### config.mk
export PLATFORM = sky130hd
export DESIGN_NAME = lector_entradas
export DESIGN_NICKNAME = d
export VERILOG_FILES = /design/src/rtl/lector_entradas.sv
export SDC_FILE = /design/constraint.sdc
export NUM_CORES = 1
export LEC_CHECK = 0
export ABC_AREA = 1
export ABC_CLOCK_PERIOD_IN_PS = 5800
export BUFFER_PORTS_ARGS = -buffer_cell sky130_fd_sc_hd__buf_4
export CAP_MARGIN = 20
export CORE_MARGIN = 2
export CORE_UTILIZATION = 55
export DETAILED_ROUTE_END_ITERATION = 8
export GPL_TIMING_DRIVEN = 0
export HOLD_SLACK_MARGIN = 0.05
export MAX_ROUTING_LAYER = met4
export PLACE_DENSITY = 0.72
export SYNTH_ARGS = -nofsm -noshare
export SYNTH_HDL_FRONTEND = slang
export SYNTH_SLANG_ARGS = --single-unit
### constraint.sdc
create_clock -name clk -period 5.8 [get_ports clk]
set_input_delay 0.58 -clock clk [delete_from_list [all_inputs] [get_ports clk]]
set_output_delay 0.58 -clock clk [all_outputs]
set_load 0.01 [all_outputs]
### src/rtl/lector_entradas.sv
// rtl/lector_entradas.sv - synchronised, debounced 8-bit input reader with event FIFO
// Every accepted change of entrada is queued for the CPU, which pops the show-ahead head with re.
module lector_entradas #(
    parameter int DEPTH         = 16,
    parameter int SYNC_STAGES   = 2,
    parameter int STABLE_CYCLES = 4
) (
    input  logic                   clk,
    input  logic                   reset,
    input  logic [7:0]             entrada,
    input  logic                   re,
    input  logic                   clr_ovf,
    output logic [7:0]             dato,
    output logic                   vacio,
    output logic                   lleno,
    output logic [$clog2(DEPTH):0] cuenta,
    output logic                   ovf
);

    localparam int AW = $clog2(DEPTH);
    localparam int CW = (STABLE_CYCLES > 1) ? $clog2(STABLE_CYCLES) : 1;
    localparam logic [CW-1:0] CNT_MAX = CW'(STABLE_CYCLES - 1);
    localparam logic [AW:0]   FULL    = (AW + 1)'(DEPTH);

    logic [7:0]    sync_q [SYNC_STAGES];
    logic [7:0]    s;
    logic [7:0]    candidate;
    logic [7:0]    accepted;
    logic [CW-1:0] cnt;
    logic [AW-1:0] wptr;
    logic [AW-1:0] rptr;
    logic [7:0]    mem [DEPTH];
    logic          push;
    logic          pop;
    logic          do_write;
    logic          drop;

    always_ff @(posedge clk or negedge reset) begin
        if (!reset) begin
            for (int i = 0; i < SYNC_STAGES; i++) sync_q[i] <= '0;
        end else begin
            sync_q[0] <= entrada;
            for (int i = 1; i < SYNC_STAGES; i++) sync_q[i] <= sync_q[i-1];
        end
    end

    assign s = sync_q[SYNC_STAGES-1];

    // An event fires once the candidate has been stable long enough and differs from the last accepted value.
    always_comb begin
        push     = (s == candidate) && (cnt == CNT_MAX) && (candidate != accepted);
        pop      = re && !vacio;
        do_write = push && (!lleno || pop);
        drop     = push && lleno && !pop;
    end

    always_ff @(posedge clk or negedge reset) begin
        if (!reset) begin
            candidate <= '0;
            cnt       <= '0;
            accepted  <= '0;
        end else if (s != candidate) begin
            candidate <= s;
            cnt       <= '0;
        end else if (cnt != CNT_MAX) begin
            cnt <= cnt + 1'b1;
        end else if (candidate != accepted) begin
            accepted <= candidate;
        end
    end

    always_ff @(posedge clk or negedge reset) begin
        if (!reset) begin
            wptr   <= '0;
            rptr   <= '0;
            cuenta <= '0;
            ovf    <= 1'b0;
        end else begin
            if (do_write) wptr <= wptr + 1'b1;
            if (pop)      rptr <= rptr + 1'b1;
            if (do_write && !pop)      cuenta <= cuenta + 1'b1;
            else if (!do_write && pop) cuenta <= cuenta - 1'b1;
            // A fresh overflow takes priority over a coincident clear.
            if (drop)         ovf <= 1'b1;
            else if (clr_ovf) ovf <= 1'b0;
        end
    end

    always_ff @(posedge clk) begin
        if (do_write) mem[wptr] <= candidate;
    end

    assign dato  = mem[rptr];
    assign vacio = (cuenta == '0);
    assign lleno = (cuenta == FULL);

endmodule

* Word level (Yosys, flattened, before mapping)
Memories as Yosys holds them, arrays and structs flattened.
Index checks and enable logic that the tools add are counted.
** Storage, ports and cells
- Bits in registers :: 48
- Memory bits (writable) :: 128
- Input port bits :: 12
- Output and inout port bits :: 16
- Logic and storage cells :: 49
- Memories :: 1
** Memories
- mem :: depth 16, width 8, read ports 1, clocked after memory_dff 0, write ports 1, RTL line 32 : logic [7:0] mem [DEPTH];
** Cells by class
- Add/sub/neg operators :: 5
- Equal/unequal tests :: 6
- Mux-type cells :: 8
- Bitwise operators :: 2
- Reduce and logical (&&, ||, !) cells :: 18
** Operators by type and width (count)
- $ne 8x8->1 :: 2
- $mux 5 :: 2
- $add 4x1->4 const B :: 2
- $eq 8x8->1 :: 1
- $logic_and 1x1->1 :: 8
- $reduce_bool 2->1 :: 3
- $add 5x1->5 const B :: 1
- $eq 5x5->1 const B :: 1
- $logic_not 5->1 :: 1
- $sub 5x1->5 const B :: 1
- $logic_not 1->1 :: 4
- $mux 1 :: 4
- $mux 2 :: 2
- $reduce_and 3->1 :: 1
- $add 2x1->2 const B :: 1
- $eq 2x2->1 const B :: 1
- $ne 2x2->1 const B :: 1
- $not 1->1 :: 2
- $logic_or 1x1->1 :: 1

* Longest topological paths before layout
Gate-level depths: netlist of run 1.
- Depth in word-level cells :: 9
- Depth in mapped cells :: 19
- Mapped depth without buffers :: 19

* Worst setup path after synthesis of run 1
OpenSTA, ideal clock, no wires.
- Path kind :: register to register
- From :: reg candidate[3]
- To :: reg cuenta[4]
- Setup time :: 0.123 ns
- Arrival :: 2.462 ns
- Data required time :: 5.677 ns
- Slack :: 3.215 ns
- Cell stages (with the launch flop) :: 19
- Path buffers :: 0
- Period minus slack after synthesis :: 2.585 ns
- Cell sequence :: dfrtp_1 -> inv_1 -> nand2_1 -> nand2_1 -> nor2_1 -> nand2_1 -> nor2_2 -> nor2_8 -> nand2_4 -> inv_2 -> ha_1 -> fa_1 -> inv_1 -> nand2_1 -> a21oi_1 -> nor2_1 -> nand2_1 -> nand3_1 -> xor2_1
** Between the ends
- Word-level cells in the longest chain between the ends :: 7
- Elaborated cells between the ends (all ways) :: 10
- Classes of those cells :: eq/ne: 2; mux: 1; reduce/logical: 7
** Ends and longest elaborated chain
- from (decl) :: RTL line 27 : logic [7:0] candidate;
- from (signal assigned) :: RTL line 63 : candidate <= s;
- $eq 8x8->1 :: RTL line 51 : push = (s == candidate) && (cnt == CNT_MAX) && (candidate != accepted);
- $logic_and 1x1->1 :: RTL line 51
- $logic_and 1x1->1 * :: RTL line 51
- $logic_and 1x1->1 * :: RTL line 53 : do_write = push && (!lleno || pop);
- via do_write :: RTL line 35 : logic do_write;
- $logic_not 1->1 :: RTL line 82 : else if (!do_write && pop) cuenta <= cuenta - 1'b1;
- $logic_and 1x1->1 :: RTL line 82
- $reduce_bool 2->1 (no line)
- to (signal assigned) :: RTL line 81 : if (do_write && !pop) cuenta <= cuenta + 1'b1;
- to (signal assigned) :: RTL line 82
- to (decl) :: RTL line 16 : output logic [$clog2(DEPTH):0] cuenta,
The timed path passes the listed nets; every way through them passes the cells marked *.
A chain may end at the register's enable or synchronous reset.

* Worst setup path after layout of run 1
- From :: reg candidate[6]
- To :: reg cuenta[4]
The elaborated chain is that of the path after synthesis.

==> impl_metrics.json, run 1 <==
{
  "fillers": 976,
  "vias": 4734,
  "drt_iter0_markers": 523,
  "post_cts_buffers": 0,
  "ant_nets": 0,
  "end_kind": "register",
  "period_minus_slack_ns": 3.27,
  "syn_area_sq_um": 7210,
  "cts_made_buffers": 17,
  "root_buffer": "clkbuf_16",
  "drtPass1Iterations": 5,
  "cts_buffer_depth": 2,
  "cts.sinks": 176,
  "worstPathCellList": "xnor2_1 > nand2_1 > nor2_4 > nand3_4 > nor2_8 > nand2_4 > inv_2 > ha_1 > inv_1 > ha_1 > nand2_1 > a21oi_1 > nor2_1 > nand2_1 > nand3_1 > xor2_1",
  "drc": 0,
  "p_sw_share_pct": 32.1,
  "die_area_sq_um": 14000,
  "worstMarginPinSlew_ns": 0.849,
  "grt_pass1_vias": 4684,
  "p_leak_nw": 3.15,
  "hold_viol": 0,
  "path_common_cell": "nand2_1",
  "crit_arrival_ns": 3.59,
  "slew_headroom_pct": 43.2,
  "final_area_sq_um": 8310,
  "syn_to_final_growth_pct": 15.2,
  "r2r_slack_ns": 2.53,
  "pwr-share-clk_pct": 32.4,
  "synth-edff-count": 128,
  "clock_latency_ns": 0.43,
  "synth_common_cells": "edfxtp_1, nor2_1, o21ai_0",
  "peakVddDrop_v": 0.000227,
  "synth.largest_area_cell": "edfxtp_1",
  "p_per_area_nw_per_um2": 439,
  "grtUsageTotal_pct": 24.8,
  "reg2reg_from": "candidate[6]",
  "syn_nets": 619,
  "yosysWarnings": 0,
  "crit_cells": 16,
  "yosys-top-cells-area": "edfxtp_1, dfrtp_1, nor2_1, o21ai_0, nand2_1",
  "num_io_pins": 28,
  "outcome": "finished clean",
  "gp_congestion": 0.916,
  "grt_first_pass_wirelength_microns": 25100,
  "wirelength_microns": 15900,
  "yosysUniqueCellTypes": 33,
  "cp.required_ns": 6.11,
  "avgSynthCellArea_sq_um": 12.1,
  "core_area_sq_um": 12700,
  "placedCellCount": 804,
  "cts_max_level": 4,
  "post-synth-top-count-cell": "edfxtp_1",
  "die_w_microns": 119,
  "grt_overflow_total": 0,
  "start_util_pct": 56.7,
  "port_buffers": 27,
  "hold_buffers": 0,
  "drive_above_1_share_pct": 13.5,
  "rows": 41,
  "cts_tree": "done",
  "drv_cap": 0,
  "ys_ff_latch": 176,
  "n_antenna_cell": 0,
  "nets": 677,
  "via_per_inst": 5.64,
  "setup_viol": 0,
  "cp_top_family": "simple AND/OR/NAND/NOR gates",
  "timing.fmax_mhz": 306,
  "cp_max_fo": 19,
  "die_y_microns": 119,
  "p_sw_mw": 1.17,
  "cts.clk_slew.worst_paths_ns": 0.06,
  "critPathBufInv": 2,
  "stdcell_count": 839,
  "r2r_end": "cuenta[4]",
  "maxSlewViolCount": 0,
  "max_stage_delay_ns": 0.83,
  "synth_ff_type": "edfxtp_1",
  "finalClockSkew_ns": 0.00875,
  "rsz0062_at_grt": "false",
  "grt_max_degree": 49,
  "min_period_over_period_pct": 56.4,
  "antenna_found_initial": 0,
  "hold_path.class": "input pin to asynchronous set/reset pin",
  "path_class": "register to register",
  "syn_inst": 596,
  "ys_seq_area_share_pct": 70.0,
  "placed_area_sq_um": 7670,
  "power.internal_mw": 2.48,
  "reg2reg_depth": 16,
  "power_frac_seq_pct": 39.5,
  "slowest_stage": "dfrtp_1",
  "tns_ns": 0,
  "hpwl_microns": 10600,
  "start_kind": "register",
  "cts_resized": 0,
  "pwr-share-comb_pct": 28.0,
  "hold_ws_ns": 0.174,
  "synth-async-reset-ratio_pct": 27.3,
  "synth_top_area_share_pct": 53.3,
  "wl_per_cell_microns": 18.9
}
## cells in the final DEF (no fill, tap or decap), types with 2 or more instances in the layout
master	count
o21ai_1	13
a21oi_1	5
buf_2	15
inv_1	25
nor3_1	12
nor2_1	100
inv_2	6
mux2i_1	6
clkinvlp_4	2
buf_4	28
o211ai_1	27
nand3_1	10
xnor2_1	7
nor2_4	2
clkbuf_16	17
bufinv_16	4
o21ai_0	68
xor2_1	12
dfrtp_1	48
clkinv_1	3
clkbuf_4	2
nand2_1	64
nand4_1	2
edfxtp_1	128
ha_1	10
o221ai_1	5
clkbuf_1	29
clkinv_2	4
## power groups by stage
stage	registers (mW)	logic (mW)	clock network, mW
6_report	1.44	1.02	1.18
5_1_grt	1.45	1.12	1.25
4_1_cts	1.44	1.01	1.19
3_5_place_dp	1.47	1.00	0
3_3_place_gp	1.46	0.977	0
2_1_floorplan	1.46	0.613	0
## registers in the layout, indices dropped and copies added, names as in the netlist
signal and flops:
accepted 8, candidate 8, cnt 2, cuenta 5
mem 128, ovf 1, rptr 4, s 8
sync_q 8, wptr 4
## stage by stage
stage / setup slack, ns / power (mW) / util (%)
final: 2.53 / 3.65 / 65.3
after global routing: 2.23 / 3.82 / 65.3
after CTS: 2.53 / 3.64 / 65.1
after detailed placement: 2.55 / 2.47 / 60.3
after global placement: 2.45 / 2.44 / 60.0
after floorplan: 3.21 / 2.07 / -
## how the worst max path moves through the flow
stage | start | to | slack (ns)
final | candidate[6] | cuenta[4] | 2.53
after global routing | candidate[3] | cuenta[4] | 2.23
after CTS | candidate[7] | cuenta[4] | 2.53
after detailed placement | candidate[7] | cuenta[4] | 2.55
after global placement | candidate[6] | mem[13][0] | 2.45
after floorplan | candidate[3] | cuenta[4] | 3.21
## area by class of cell
cell class	count	area (sq um)	share of cell area, %
repair buffers	39	268	3.22
multi-input cells	351	1890	22.7
plain buffers	35	150	1.81
flip-flops and latches	176	5040	60.7
well taps	172	215	2.59
inverters	34	128	1.54
clock inverters	11	164	1.97
clock buffers	21	450	5.42
## kinds of logic (layout without fill, tap and decap cells)
group | after synthesis | after routing | synth area share [%]
simple gates | 195 | 195 | 11.4
flops | 176 | 176 | 70.0
compound gates | 119 | 119 | 9.47
buf+inv | 69 | 140 | 3.85
xor+xnor | 19 | 19 | 2.31
fa+ha+maj | 11 | 11 | 2.01
mux | 7 | 7 | 0.989
## worst reg2reg max path: stages, from the launching register on
cell and delay [ns]:
dfrtp_1 0.83, xnor2_1 0.20, nand2_1 0.12, nor2_4 0.16
nand3_4 0.10, nor2_8 0.19, nand2_4 0.12, inv_2 0.10
ha_1 0.22, inv_1 0.12, ha_1 0.35, nand2_1 0.08
a21oi_1 0.19, nor2_1 0.06, nand2_1 0.07, nand3_1 0.09
xor2_1 0.16
## metal layers
metal  GRT usage, %  up-vias  share of wire [%]
met3           5.31       23                7.1
met5              -        -                  0
met4           7.74        0                1.4
met1           31.6     2340                 41
met2           40.1      178                 51
li1               -     2193                  -
(Power assumes the default switching activity.)
==> inputs of run 2 (changes only) <==
--- a/config.mk
+++ b/config.mk
@@ -6,7 +6,7 @@
 export NUM_CORES = 1
 export LEC_CHECK = 0
 export ABC_AREA = 1
-export ABC_CLOCK_PERIOD_IN_PS = 5800
+export ABC_CLOCK_PERIOD_IN_PS = 3100
 export BUFFER_PORTS_ARGS = -buffer_cell sky130_fd_sc_hd__buf_4
 export CAP_MARGIN = 20
 export CORE_MARGIN = 2
==> constraint.sdc (replaced) <==
create_clock -name clk -period 3.1 [get_ports clk]
set_input_delay 0.31 -clock clk [delete_from_list [all_inputs] [get_ports clk]]
set_output_delay 0.31 -clock clk [all_outputs]
set_load 0.01 [all_outputs]
==> run 2 against run 1 <==
Compared with the run above: total power is 88% higher; fmax increased by 14%; sequential share of layout area down 1.3 points; critical path type unchanged; critical endpoint unchanged; largest power group unchanged.
==> impl_metrics.json, run 2 (same netlist as run 1, synthesis figures left out) <==
{
  "cts_max_level": 4,
  "peakVddDrop_v": 0.000424,
  "setup_viol": 0,
  "nets": 700,
  "num_io_pins": 28,
  "cp.required_ns": 3.42,
  "hold_end": "ovf",
  "worstMarginPinSlew_ns": 0.856,
  "r2r_slack_ns": 0.24,
  "worstHoldStart": "clr_ovf",
  "crit_start": "candidate[1]",
  "stdcell_count": 862,
  "start_kind": "register",
  "grt_first_pass_wirelength_microns": 25200,
  "die_w_microns": 119,
  "timing.fmax_mhz": 349,
  "reg2reg_depth": 18,
  "n_antenna_cell": 0,
  "min_period_over_period_pct": 92.4,
  "vias": 4820,
  "outcome": "finished clean",
  "regMostFlops": "mem",
  "slew_headroom_pct": 42.7,
  "wirelength_microns": 16300,
  "final_common_cell": "edfxtp_1",
  "cts_made_buffers": 17,
  "port_buffers": 27,
  "grtUsageTotal_pct": 24.9,
  "max_stage_delay_ns": 0.49,
  "crit_arrival_ns": 3.18,
  "drtPass1Iterations": 5,
  "die_y_microns": 119,
  "tns_ns": 0,
  "drc": 0,
  "path_common_cell": "nand2_1",
  "fillers": 939,
  "reg2reg_from": "candidate[1]",
  "final_area_sq_um": 8540,
  "fin_util_pct": 67.1,
  "largest_reg_flops": 128,
  "syn_to_final_growth_pct": 18.4,
  "cp_max_fo": 9,
  "start_util_pct": 56.7,
  "rows": 41,
  "hold_path.class": "input pin to register",
  "grt_overflow_total": 0,
  "holdPathStages": 2,
  "root_buffer": "clkbuf_16",
  "finalClockSkew_ns": 0.0102,
  "grt_pass1_vias": 4743,
  "placed_area_sq_um": 7670,
  "cts_buffer_depth": 2,
  "antenna_found_initial": 0,
  "worstPathCellList": "inv_1 > nand2_1 > nand2_1 > nand2_1 > nor2_4 > nand3_4 > nor2_8 > nand2_4 > inv_2 > ha_2 > inv_1 > ha_1 > nand2_1 > a21oi_1 > nor2_1 > nand2_1 > nand3_1 > xor2_1",
  "placedCellCount": 804,
  "drive_above_1_share_pct": 16.4,
  "path_class": "register to register",
  "period_minus_slack_ns": 2.86,
  "drv_cap": 0,
  "cp_top_family": "simple AND/OR/NAND/NOR gates",
  "clock_latency_ns": 0.44,
  "final_cell_mix": "edfxtp_1, nor2_1, o21ai_0",
  "p_leak_nw": 3.24,
  "r2r_end": "cuenta[4]",
  "cts.clk_slew.worst_paths_ns": 0.06,
  "slowest_stage": "dfrtp_4",
  "gp_congestion": 0.916,
  "core_area_sq_um": 12700,
  "die_area_sq_um": 14000,
  "drt_iter0_markers": 502,
  "cts.sinks": 176,
  "maxSlewViolCount": 0,
  "cts_tree": "done",
  "end_kind": "register",
  "p_per_area_nw_per_um2": 802,
  "power_mw": 6.85,
  "hpwl_microns": 10600,
  "via_per_inst": 5.59,
  "critPathBufInv": 3,
  "grt_max_degree": 49,
  "ant_nets": 0,
  "wl_per_cell_microns": 19.0,
  "hold_viol": 0
}
## run 2: cell count changes in the layout (fill, tap and decap cells not counted), sizes merged
cell         change
buf             +14
dlygate4sd3      +9
## run 2: layout make-up
class / count / area (sq um) / share of cell area (%)
Tap cell: 172 / 215 / 2.52
Buffer: 35 / 150 / 1.76
Multi-Input combinational cell: 351 / 1890 / 22.1
Sequential cell: 176 / 5070 / 59.5
Clock buffer: 21 / 450 / 5.28
Clock inverter: 11 / 164 / 1.92
Timing Repair Buffer: 62 / 463 / 5.42
Inverter: 34 / 128 / 1.50
## run 2: worst register-to-register path, delay by kind of cell, from the launching register on
| family | cells | cell delay, ns |
|---|---|---|
| compound gates | 1 | 0.18 |
| flops | 1 | 0.49 |
| simple gates | 11 | 1.06 |
| xor+xnor | 1 | 0.16 |
| fa+ha+maj | 2 | 0.56 |
| buf+inv | 3 | 0.29 |
## run 2: worst max path at each step
stage	end	depth (start not counted)
6_report	cuenta[4]	18
2_1_floorplan	cuenta[4]	18
5_1_grt	cuenta[4]	18
4_1_cts	cuenta[4]	16
3_3_place_gp	mem[13][0]	8
3_5_place_dp	cuenta[4]	16
## run 2: routing by layer
metal | global-route usage (%) | vias up | wire length, microns
li1 | - | 2234 | -
met1 | 31.6 | 2375 | 6730
met2 | 40.5 | 177 | 8200
met3 | 5.31 | 34 | 1020
met4 | 7.81 | 0 | 384
met5 | - | - | 0
## run 2: power breakdown
| group | internal (mW) | total [mW] | switching (mW) |
|---|---|---|---|
| Combinational | 0.686 | 1.96 | 1.27 |
| Sequential | 2.61 | 2.67 | 0.0655 |
| Clock | 1.36 | 2.21 | 0.849 |
## run 2: stage by stage
step / hold WS, ns / worst slack, ns
floorplan: 0.0144 / 0.515
finish: 0.0700 / 0.237
global placement: 0.331 / -0.249
detailed placement: 0.336 / -0.148
CTS: 0.0652 / 0.0762
global route: 0.0740 / -0.000761
## run 2: repair_timing
action                     in CTS  in global routing
hold endpoints to repair       56                  0
pin swaps                       0                  1
setup buffers                   0                 14
hold buffers                    9                  0
setup endpoints to repair      18                  2
resized for setup               8                  9
